$ cat config.mk
export PLATFORM = sky130hd
export DESIGN_NAME = uart_rx
export DESIGN_NICKNAME = d
export VERILOG_FILES = /design/src/rtl/uart_pkg.sv /design/src/rtl/uart_bit_timer.sv /design/src/rtl/uart_rx.sv
export SDC_FILE = /design/constraint.sdc
export NUM_CORES = 1
export LEC_CHECK = 0
export ABC_AREA = 0
export BUFFER_PORTS_ARGS = -buffer_cell sky130_fd_sc_hd__buf_2
export CORE_MARGIN = 1.5
export CORE_UTILIZATION = 51
export DETAILED_ROUTE_END_ITERATION = 10
export HOLD_SLACK_MARGIN = 0.03
export PLACE_DENSITY = 0.75
export SYNTH_ARGS = -nofsm -noshare
export SYNTH_HDL_FRONTEND = slang
export SYNTH_SLANG_ARGS = --single-unit
export TNS_END_PERCENT = 50
$ cat constraint.sdc
create_clock -name clock -period 1.9 [get_ports clock]
set_clock_uncertainty 0.05 [all_clocks]
set_input_delay 0.475 -clock clock [delete_from_list [all_inputs] [get_ports clock]]
set_output_delay 0.475 -clock clock [all_outputs]
set_load 0.02 [all_outputs]
$ cat src/rtl/uart_pkg.sv
// Shared types and line levels for the UART receive path.
package uart_pkg;

    typedef enum logic [2:0] {
        IDLE  = 3'd0,
        START = 3'd1,
        DATA  = 3'd2,
        STOP  = 3'd3,
        BREAK = 3'd4
    } rx_state_t;

    localparam logic LINE_IDLE  = 1'b1;
    localparam logic LINE_START = 1'b0;

endpackage

$ cat src/rtl/uart_bit_timer.sv
// Cycle counter within one serial bit; flags the mid-bit and end-of-bit cycles.
module uart_bit_timer #(
    parameter int CLKS_PER_BIT = 16
) (
    input  logic clock,
    input  logic reset,
    input  logic clear,
    output logic half_tick,
    output logic full_tick
);

    localparam int CW = $clog2(CLKS_PER_BIT);
    localparam logic [CW-1:0] HALF_M1 = CW'(CLKS_PER_BIT / 2 - 1);
    localparam logic [CW-1:0] FULL_M1 = CW'(CLKS_PER_BIT - 1);
    localparam logic [CW-1:0] ONE     = {{(CW-1){1'b0}}, 1'b1};

    logic [CW-1:0] count_r;

    // Free-running bit counter, wraps at end of bit or on clear.
    always_ff @(posedge clock or posedge reset) begin
        if (reset) begin
            count_r <= '0;
        end else if (clear || (count_r == FULL_M1)) begin
            count_r <= '0;
        end else begin
            count_r <= count_r + ONE;
        end
    end

    assign half_tick = (count_r == HALF_M1);
    assign full_tick = (count_r == FULL_M1);

endmodule

$ cat src/rtl/uart_rx.sv
// 8N1-style serial receiver with mid-bit sampling, valid/ready output,
// framing-error and overrun pulses.
module uart_rx
    import uart_pkg::*;
#(
    parameter int CLKS_PER_BIT = 16,
    parameter int DATA_WIDTH   = 8
) (
    input  logic                  clock,
    input  logic                  reset,
    input  logic                  rx,
    output logic [DATA_WIDTH-1:0] data,
    output logic                  valid,
    input  logic                  ready,
    output logic                  framing_err,
    output logic                  overrun
);

    localparam int BCW = $clog2(DATA_WIDTH + 1);
    localparam logic [BCW-1:0] LAST_BIT = BCW'(DATA_WIDTH - 1);
    localparam logic [BCW-1:0] BIT_ONE  = {{(BCW-1){1'b0}}, 1'b1};

    rx_state_t             state_r;
    logic [BCW-1:0]        bit_cnt_r;
    logic [DATA_WIDTH-1:0] shift_r;
    logic                  timer_clear_s;
    logic                  half_tick_s;
    logic                  full_tick_s;

    uart_bit_timer #(
        .CLKS_PER_BIT(CLKS_PER_BIT)
    ) u_bit_timer (
        .clock    (clock),
        .reset    (reset),
        .clear    (timer_clear_s),
        .half_tick(half_tick_s),
        .full_tick(full_tick_s)
    );

    // Timer is held at zero while waiting and cleared on every state change.
    always_comb begin
        timer_clear_s = 1'b0;
        case (state_r)
            IDLE:    timer_clear_s = 1'b1;
            START:   timer_clear_s = half_tick_s;
            DATA:    timer_clear_s = full_tick_s && (bit_cnt_r == LAST_BIT);
            STOP:    timer_clear_s = full_tick_s;
            BREAK:   timer_clear_s = 1'b1;
            default: timer_clear_s = 1'b1;
        endcase
    end

    // Frame FSM, shift register and registered consumer-side outputs.
    always_ff @(posedge clock or posedge reset) begin
        if (reset) begin
            state_r     <= IDLE;
            bit_cnt_r   <= '0;
            shift_r     <= '0;
            data        <= '0;
            valid       <= 1'b0;
            framing_err <= 1'b0;
            overrun     <= 1'b0;
        end else begin
            framing_err <= 1'b0;
            overrun     <= 1'b0;
            // A load in STOP below overrides this consumption.
            if (valid && ready) begin
                valid <= 1'b0;
            end
            case (state_r)
                IDLE: begin
                    if (rx == LINE_START) begin
                        state_r <= START;
                    end
                end
                START: begin
                    if (half_tick_s) begin
                        if (rx == LINE_START) begin
                            state_r   <= DATA;
                            bit_cnt_r <= '0;
                        end else begin
                            state_r <= IDLE;
                        end
                    end
                end
                DATA: begin
                    if (full_tick_s) begin
                        shift_r <= {rx, shift_r[DATA_WIDTH-1:1]};
                        if (bit_cnt_r == LAST_BIT) begin
                            state_r   <= STOP;
                            bit_cnt_r <= '0;
                        end else begin
                            bit_cnt_r <= bit_cnt_r + BIT_ONE;
                        end
                    end
                end
                STOP: begin
                    if (full_tick_s) begin
                        if (rx == LINE_IDLE) begin
                            if (!valid || ready) begin
                                data  <= shift_r;
                                valid <= 1'b1;
                            end else begin
                                overrun <= 1'b1;
                            end
                            state_r <= IDLE;
                        end else begin
                            framing_err <= 1'b1;
                            state_r     <= BREAK;
                        end
                    end
                end
                BREAK: begin
                    // Hold off until the line returns idle so a stuck-low line cannot re-trigger.
                    if (rx == LINE_IDLE) begin
                        state_r <= IDLE;
                    end
                end
                default: begin
                    state_r <= IDLE;
                end
            endcase
        end
    end

endmodule

; After elaboration in Yosys (flattened, before gate mapping)
; Index checks and enable logic that the tools add are counted.
[totals]
register_bits = 30
output_inout_bits = 11
in_bits = 4
wordCells = 63
[op_classes]
reduce_logical = 11
eq_ne = 14
addsub = 2
mux = 28
[ops]
columns = cell, count
row1 = 2-to-1 mux 3 bit, 7
row2 = 2-to-1 mux 4 bit, 5
row3 = case mux 3 bit (5 select lines), 1
row4 = "!= test 2 bit, second input constant", 7
row5 = 2-to-1 mux 1 bit, 12
row6 = "adder 4 x 1 -> 4 bit, second input constant", 2
row7 = "equality test 4 x 3 -> 1 bit, second input constant", 2
row8 = case mux 4 bit (2 select lines), 1
row9 = AND reduction 4 bit, 2
row10 = "equality test 3 x 2 -> 1 bit, second input constant", 2
row11 = AND reduction 6 bit, 1
row12 = "equality test 4 bit, second input constant", 1
row13 = "equality test 3 x 1 -> 1 bit, second input constant", 1
row14 = "equality test 3 bit, second input constant", 1
row15 = logical NOT 3 bit, 1
row16 = case mux 1 bit (3 select lines), 1
row17 = logical AND 1 bit, 2
row18 = logical OR 1 bit, 2
row19 = 2-to-1 mux 2 bit, 1
row20 = AND reduction 2 bit, 1
row21 = nonzero test 2 bit, 1
row22 = logical NOT 1 bit, 1

; Longest topological paths before layout
; Gate-level depths: netlist (run 1).
[depth]
depth_word = 6
mapped_depth = 5
ltp_nobuf = 5

; Cells and area by module
; From an unflattened synthesis (run 1), not the netlist that was laid out.
[unflattened]
cells_unflattened = 103
area_unflattened_um2 = 1370.1
[modules_own_cells]
columns = module, instances, area_per_inst_um2, seq_area_each_um2, cells_per_inst
row1 = uart_rx, 1, 1172.4, 650.6, 85
row2 = uart_bit_timer, 1, 197.7, 100.1, 18

; Worst setup path before layout (run 1)
; OpenSTA, ideal clock, no wires.
[synth_timing]
kind = register to register
startpoint = register u_bit_timer.count_r[0]
endpoint = register state_r[1]
t_arrival_ns = 1.627
slack_ns = 0.096
stages_incl_launch_ff = 6
period_less_slack_ns = 1.804
setup_time_ns = 0.128
n_path_buf = 0
required_ns = 1.722
path_cell_list = dfrtp_1 -> ha_1 -> and3_1 -> or3_1 -> o2111ai_1 -> mux2_1
[synth_via]
elab_chain_cells = 3
word_cells_on_any_way = 6
classes_between = eq/ne: 5 / reduce/logical: 1
[synth_lines]
columns = item, line_no
row1 = from (decl), uart_bit_timer.sv:17  ; logic [CW-1:0] count_r;
row2 = from (signal assigned), uart_bit_timer.sv:26  ; count_r <= count_r + ONE;
row3 = equality test 4 bit / equality test 4 x 3 -> 1 bit (equally long branches), "uart_bit_timer.sv:31, uart_bit_timer.sv:30"
row4 = != test 2 bit (no source line), n/a
row5 = AND reduction 6 bit (no source line) *, n/a
row6 = to (signal assigned), uart_rx.sv:56  ; state_r <= IDLE;
row7 = to (signal assigned), uart_rx.sv:73  ; state_r <= START;
row8 = to (signal assigned), uart_rx.sv:79  ; state_r <= DATA;
row9 = to (decl), uart_rx.sv:23  ; rx_state_t state_r;
; Every way passes the cells marked *; elsewhere a longest branch is shown, timed or not.
; A chain may end at the register's enable or synchronous reset.

; Final worst setup path (run 1)
; Same ends and word-level chain as after synthesis.

==> results of run 1 <==
==> synth_stat cells, drive strengths merged (2+ instances only) <==
library cell,n,share of area
nand3,4,0.032
o31ai,2,0.011
nand2,9,0.024
nand2b,3,0.013
dfrtp,30,0.53
a21oi,2,0.0071
xnor2,2,0.012
mux2,17,0.16
nor2b,2,0.0089
nor2,4,0.011
and3,2,0.0089
buf,3,0.011
nor3b,2,0.011
nor3,4,0.030
o21ai,2,0.0071
nor4,2,0.0089
and2,3,0.013
ha,2,0.018
==> worst paths after layout <==
| check | depth (start not counted) | startpoint | slack (ns) | end |
|---|---|---|---|---|
| min in group clock | 2 | rx | 0.37 | state_r[2] |
| max in group asynchronous | 3 | reset | 1.25 | u_bit_timer.count_r[1] |
| hold / removal | 2 | reset | 0.04 | data[1] |
| setup reg to reg | 5 | u_bit_timer.count_r[0] | 0.1 | state_r[1] |
| setup / recovery | 5 | u_bit_timer.count_r[0] | 0.1 | state_r[1] |
| hold reg to reg | 1 | u_bit_timer.count_r[0] | 0.42 | u_bit_timer.count_r[0] |
==> cell type report <==
type	count	area share
Clock buffer	6	0.0307
Inverter	1	0.00224
Tap cell	30	0.0224
Sequential cell	30	0.449
Clock inverter	2	0.0359
Timing Repair Buffer	21	0.0733
Multi-Input combinational cell	75	0.387
==> through the flow <==
stage / hold slack, ns / utilization / worst slack (ns) / total power [W]
after floorplan: 0.382 / - / 0.0957 / 0.00114
after global placement: 0.393 / 0.608 / 0.0831 / 0.00122
after detailed placement: 0.407 / 0.608 / 0.0105 / 0.00124
after CTS: 0.0444 / 0.651 / 0.00449 / 0.00193
after global routing: 0.0635 / 0.657 / 0.0280 / 0.00202
final: 0.0448 / 0.657 / 0.0960 / 0.00192
==> layout by cell type, fill, tap and decap left out, types with 3 or more instances in the layout <==
cell,n
dfrtp_1,30
buf_2,14
nand2_1,9
mux2_2,8
mux2_4,8
buf_4,7
clkbuf_4,5
nor2_1,4
nand2b_1,3
and2_1,3
==> sequential cells by signal, indices dropped and copies added (netlist names) <==
| name | flops |
|---|---|
| shift_r | 8 |
| overrun | 1 |
| data | 8 |
| state_r | 3 |
| framing_err | 1 |
| valid | 1 |
| u_bit_timer.count_r | 4 |
| bit_cnt_r | 4 |
==> repair_timing <==
item / 4_1_cts / 5_1_grt
setup buffers: 0 / 1
hold buffers: 0 / 0
endpoints found under the setup margin: 0 / 9
resized for setup: 0 / 2
==> critical path, delay by kind of cell (launching register included) <==
family          cells  cell delay, ns
simple gates        2            0.56
mux                 1            0.35
compound gates      1            0.11
fa+ha+maj           1            0.22
flops               1            0.41
==> metal layers <==
| layer | part of all wire | wire [µm] | vias to the layer above |
|---|---|---|---|
| li1 | - | - | 442 |
| met1 | 0.45 | 1200 | 469 |
| met3 | 0.040 | 107 | 6 |
| met2 | 0.49 | 1320 | 14 |
| met4 | 0.016 | 44 | 0 |
| met5 | 0 | 0 | - |
==> cells by family (layout without fill, tap and decap cells) <==
| kind of cell | Yosys count | in the layout | synth area share |
|---|---|---|---|
| buffers and inverters | 4 | 30 | 0.0133 |
| multiplexers | 17 | 17 | 0.157 |
| XOR/XNOR | 3 | 3 | 0.0187 |
| flip-flops | 30 | 30 | 0.533 |
| adder cells (fa/ha/maj) | 2 | 2 | 0.0178 |
| AO/OA/AOI/OAI | 15 | 15 | 0.0835 |
| AND/OR/NAND/NOR | 38 | 38 | 0.177 |
==> where the power goes <==
part / internal [W] / switching (W)
Combinational: 0.000208 / 0.000236
Sequential: 0.000703 / 0.000100
Clock: 0.000446 / 0.000227
Total: 0.00136 / 0.000564
==> key figures, run 1 <==
Layout
  – Area of the multi-input gates: 647 µm²
  – Fill count: 204
  – Area grow syn2layout: 18.7%
  – FF/Latch Area: 751 µm²
  – Non-Filler Instances: 165
  – ANT cells: 0
  – Final instance area: 1670 µm²
  – Nets@finish: 140
  – Share of cells above drive strength 1: 0.393

Timing
  – Worst relative slew slack: 0.734
  – Worst-Margin Slew: 0.399 ns
  – Sum Neg Setup Slack: 0 ns
  – Unrepaired setup endpoints after global routing: false
  – Final Hold Violating Endpoints: 0
  – Setup Viol. Count Final: 0
  – Fin crit share: 0.949
  – Achievable frequency: 554 MHz
  – Fin. max-slew vios: 0
  – Min Tclk post-route: 1.80 ns

Drt
  – Initial drt markers: 33
  – Via count: 931
  – Routed length per instance: 16.2 µm
  – Drt total wl: 2.67 mm
  – Routed Antenna Nets: 0
  – Routed vias/inst: 5.64
  – DRC: 0
  – First-pass DRT Iterations: 4

Power and ir drop
  – Power density over the cells: 1150 nW/µm²
  – Leak pwr: 0.847 nW
  – Worst vdd ir: 0.810 mV

Synth
  – Yosys cell types: 37
  – Flops & latches, synth: 30
  – Post-synth EDFFs: 0
  – Async SR Flop Fraction: 1.00
  – Ys Warns: 0
  – Post-Synthesis Cells: 109
  – Mapped Nets: 115
  – Average size of a mapped cell: 12.9 µm²
  – Post-synthesis instance area: 1410 µm²
  – Sequential fraction of the synthesis area: 0.533
  – Top FF cell, synth: dfrtp_1

Setup path
  – CP cell instances: ha_2, and3_1, or3_1, o2111ai_1, mux2_1
  – CP Data Arrival Time: 1.98 ns
  – Slowest Stage Delay on Critical Path: 0.41 ns
  – CP Launch Type: flop
  – Critical Path RT: 2.08 ns
  – CP Max Fanout: 5
  – Crit-path slowest cell: dfrtp_1
  – CP endpoint kind: flop
  – WS Path Type: flop to flop

GRT
  – First-pass GRT wire length: 4.66 mm
  – Remaining Overflow, GRT: 0
  – Total GRT Usage: 0.197
  – Antenna violations before repair: 0
  – Met1 GRT Util: 0.244
  – GR peak layer: met2
  – Met2 Usage GRT: 0.306
  – Number of global-route vias before repair: 997
  – Largest net degree at the start of global routing: 12
  – GR Util met3: 0.0773

CTS
  – Clock Latency Late Sink: 0.34 ns
  – Clk pin slew, worst setup/hold paths: 0.10 ns
  – CTS tree: built
  – CTS Buffer Depth: 2
  – Root Driver: clkbuf_4
  – Clock sinks: 30
  – CTS Buf Count: 5
  – Htree depth: 2

Die
  – Initial Util: 0.554
  – Total core area: 2540 µm²
  – Area of the die: 3090 µm²
  – Rows: 18
  – Die W: 55.6 µm
  – Ports: 15
  – Die Ht: 55.6 µm

Placed design
  – Post-DP Area: 1550 µm²
  – Dpl cells: 156
  – Post-DP HPWL: 1.89 mm
  – IO Port Bufs: 14
  – RD Place Congestion: 0.767

Job
  – Max cap viols: 0

Outcome
  – Outcome: completed

Hold path
  – Hold WC Path Type: input pin to async pin
Power figures use the tool's default switching activity.
==> inputs of run 2 (changes only) <==
- RECOVER_POWER: default -> 50
==> key figures, run 2 (synthesis gave the netlist of run 1 again) <==
Outcome
  – Outcome: completed

Layout
  – Nets@finish: 140 (unchanged)
  – Most frequent cells in the layout: dfrtp_1 (30), buf_2 (11), nand2_1 (9), mux2_2 (8), mux2_4 (8)
  – Final Util: 0.653 (-0.00442)
  – Biggest registers after layout: data x8, shift_r x8
  – Area grow syn2layout: 17.9%
  – ANT cells: 0 (unchanged)
  – Share of cells above drive strength 1: 0.356 (-0.0370)
  – Commonest non-fill, non-tap cell in the layout: dfrtp_1
  – Fill count: 209 (+2.5%)
  – Non-Filler Instances: 165 (unchanged)
  – FF/Latch Area: 751 µm² (unchanged)
  – Area of the multi-input gates: 647 µm² (unchanged)

Placed design
  – Dpl cells: 156 (unchanged)
  – IO Port Bufs: 14 (unchanged)
  – Post-DP HPWL: 1.89 mm (unchanged)
  – RD Place Congestion: 0.767 (unchanged)

Drt
  – Top routing layer in use: met4
  – WL met2: 1.33 mm (+0.45%)
  – Routed Antenna Nets: 0 (unchanged)
  – Initial drt markers: 32 (-3.0%)
  – Routed length per instance: 16.2 µm (+0.11%)
  – Routed vias/inst: 5.65 (+0.11%)
  – First-pass DRT Iterations: 4 (unchanged)
  – DRC: 0 (unchanged)
  – Via count: 932 (+0.11%)
  – Drt total wl: 2.68 mm (+0.11%)
  – Met1 wire length: 1.20 mm (-0.33%)
  – Routed wl met3: 108 µm (+0.93%)

Setup path
  – FF-to-FF End: state_r[1]
  – CP Launch Type: flop
  – Buffers & Inverters on Critical Path: 0 (unchanged)
  – WS Path Type: flop to flop
  – CP top delay family: simple AND/OR/NAND/NOR gates
  – CP endpoint kind: flop
  – CP Data Arrival Time: 1.98 ns (about the same)
  – CP Max Fanout: 5 (unchanged)
  – Crit-path slowest cell: dfrtp_1
  – Slowest Stage Delay on Critical Path: 0.41 ns (about the same)
  – FF-to-FF Start: u_bit_timer.count_r[0]
  – Crit. Startpoint: u_bit_timer.count_r[0]
  – Reg-to-reg slack, setup: 0.1 ns (about the same)
  – CP cell instances: ha_2, and3_1, or3_1, o2111ai_1, mux2_1
  – Reg2Reg Depth: 5 (unchanged)
  – Critical Path RT: 2.08 ns (about the same)

Timing
  – Unrepaired setup endpoints after global routing: false
  – Fin. max-slew vios: 0 (unchanged)
  – Worst-Margin Slew: 0.587 ns (+0.188 ns)
  – Min Tclk post-route: 1.80 ns (+0.000715 ns)
  – Sum Neg Setup Slack: 0 ns (unchanged)
  – Worst relative slew slack: 0.609 (-0.125)
  – Fin crit share: 0.950 (about the same)
  – Achievable frequency: 554 MHz (about the same)
  – Setup Viol. Count Final: 0 (unchanged)
  – Final Hold Violating Endpoints: 0 (unchanged)

CTS
  – CTS Buffer Depth: 2 (unchanged)
  – CTS Buf Count: 5 (unchanged)
  – Root Driver: clkbuf_4
  – Hold Buf Count CTS: 0 (unchanged)
  – CTS tree: built
  – Htree depth: 2 (unchanged)
  – Clock sinks: 30 (unchanged)
  – Clock Latency Late Sink: 0.34 ns (about the same)
  – Clk pin slew, worst setup/hold paths: 0.10 ns (about the same)

Power and ir drop
  – Power density over the cells: 1150 nW/µm² (+0.54%)
  – Worst vdd ir: 0.811 mV (about the same)
  – Leak pwr: 0.827 nW (-2.4%)
  – Total Power Consumption: 0.00192 W (-0.14%)

Die
  – Die Ht: 55.6 µm (unchanged)
  – Ports: 15 (unchanged)
  – Total core area: 2540 µm² (unchanged)
  – Initial Util: 0.554 (unchanged)
  – Die W: 55.6 µm (unchanged)
  – Area of the die: 3090 µm² (unchanged)
  – Rows: 18 (unchanged)

GRT
  – Largest net degree at the start of global routing: 12 (unchanged)
  – Total GRT Usage: 0.197 (unchanged)
  – Number of global-route vias before repair: 997 (unchanged)
  – Antenna violations before repair: 0 (unchanged)
  – Remaining Overflow, GRT: 0 (unchanged)
  – First-pass GRT wire length: 4.66 mm (unchanged)

Hold path
  – Hold WC Path Type: input pin to async pin

Job
  – Max cap viols: 0 (unchanged)
run 2: cell types whose count changed in the layout (fill, tap and decap cells not counted), sizes merged:
cell / change
clkbuf: +5
buf: -5
run 2: what timing repair did:
action | CTS | global route
buffers inserted | 0 | 1
endpoints found under the setup margin | 0 | 9
resized for setup | 0 | 2
run 2: area by class of cell:
type | count | area share
Sequential cell | 30 | 0.452
Multi-Input combinational cell | 75 | 0.389
Timing Repair Buffer | 21 | 0.0670
Clock inverter | 2 | 0.0361
Clock buffer | 6 | 0.0309
Tap cell | 30 | 0.0226
Inverter | 1 | 0.00226
run 2: metrics by stage:
stage          setup slack (ns)  instance area (µm²)  hold WS (ns)
6_report                 0.0953                 1660        0.0445
3_5_place_dp             0.0105                 1550         0.407
5_1_grt                  0.0280                 1660        0.0564
4_1_cts                 0.00449                 1660        0.0444
2_1_floorplan            0.0957                 1410         0.382
3_3_place_gp             0.0831                 1550         0.393
run 2: worst max-delay path by stage:
stage,to,slack [ns],cells past startpoint
6_report,state_r[1],0.1,5
5_1_grt,state_r[1],0.03,5
4_1_cts,data[6],0.004,6
3_5_place_dp,data[6],0.01,6
3_3_place_gp,state_r[1],0.08,5
2_1_floorplan,state_r[1],0.1,5
run 2: layer usage:
layer	GRT usage	vias up
met5	0	-
met4	0.0801	0
met3	0.0773	6
met2	0.306	14
met1	0.244	469
li1	-	443
run 2: worst reg2reg max path: stages (launching register included):
cell       delay (ns)
dfrtp_1          0.41
ha_2             0.22
and3_1           0.20
or3_1            0.36
o2111ai_1        0.11
mux2_1           0.35
run 2: power breakdown:
part	internal, W	switching, W
logic	0.000206	0.000237
registers	0.000703	0.000100
clock network	0.000446	0.000226
total	0.00135	0.000563
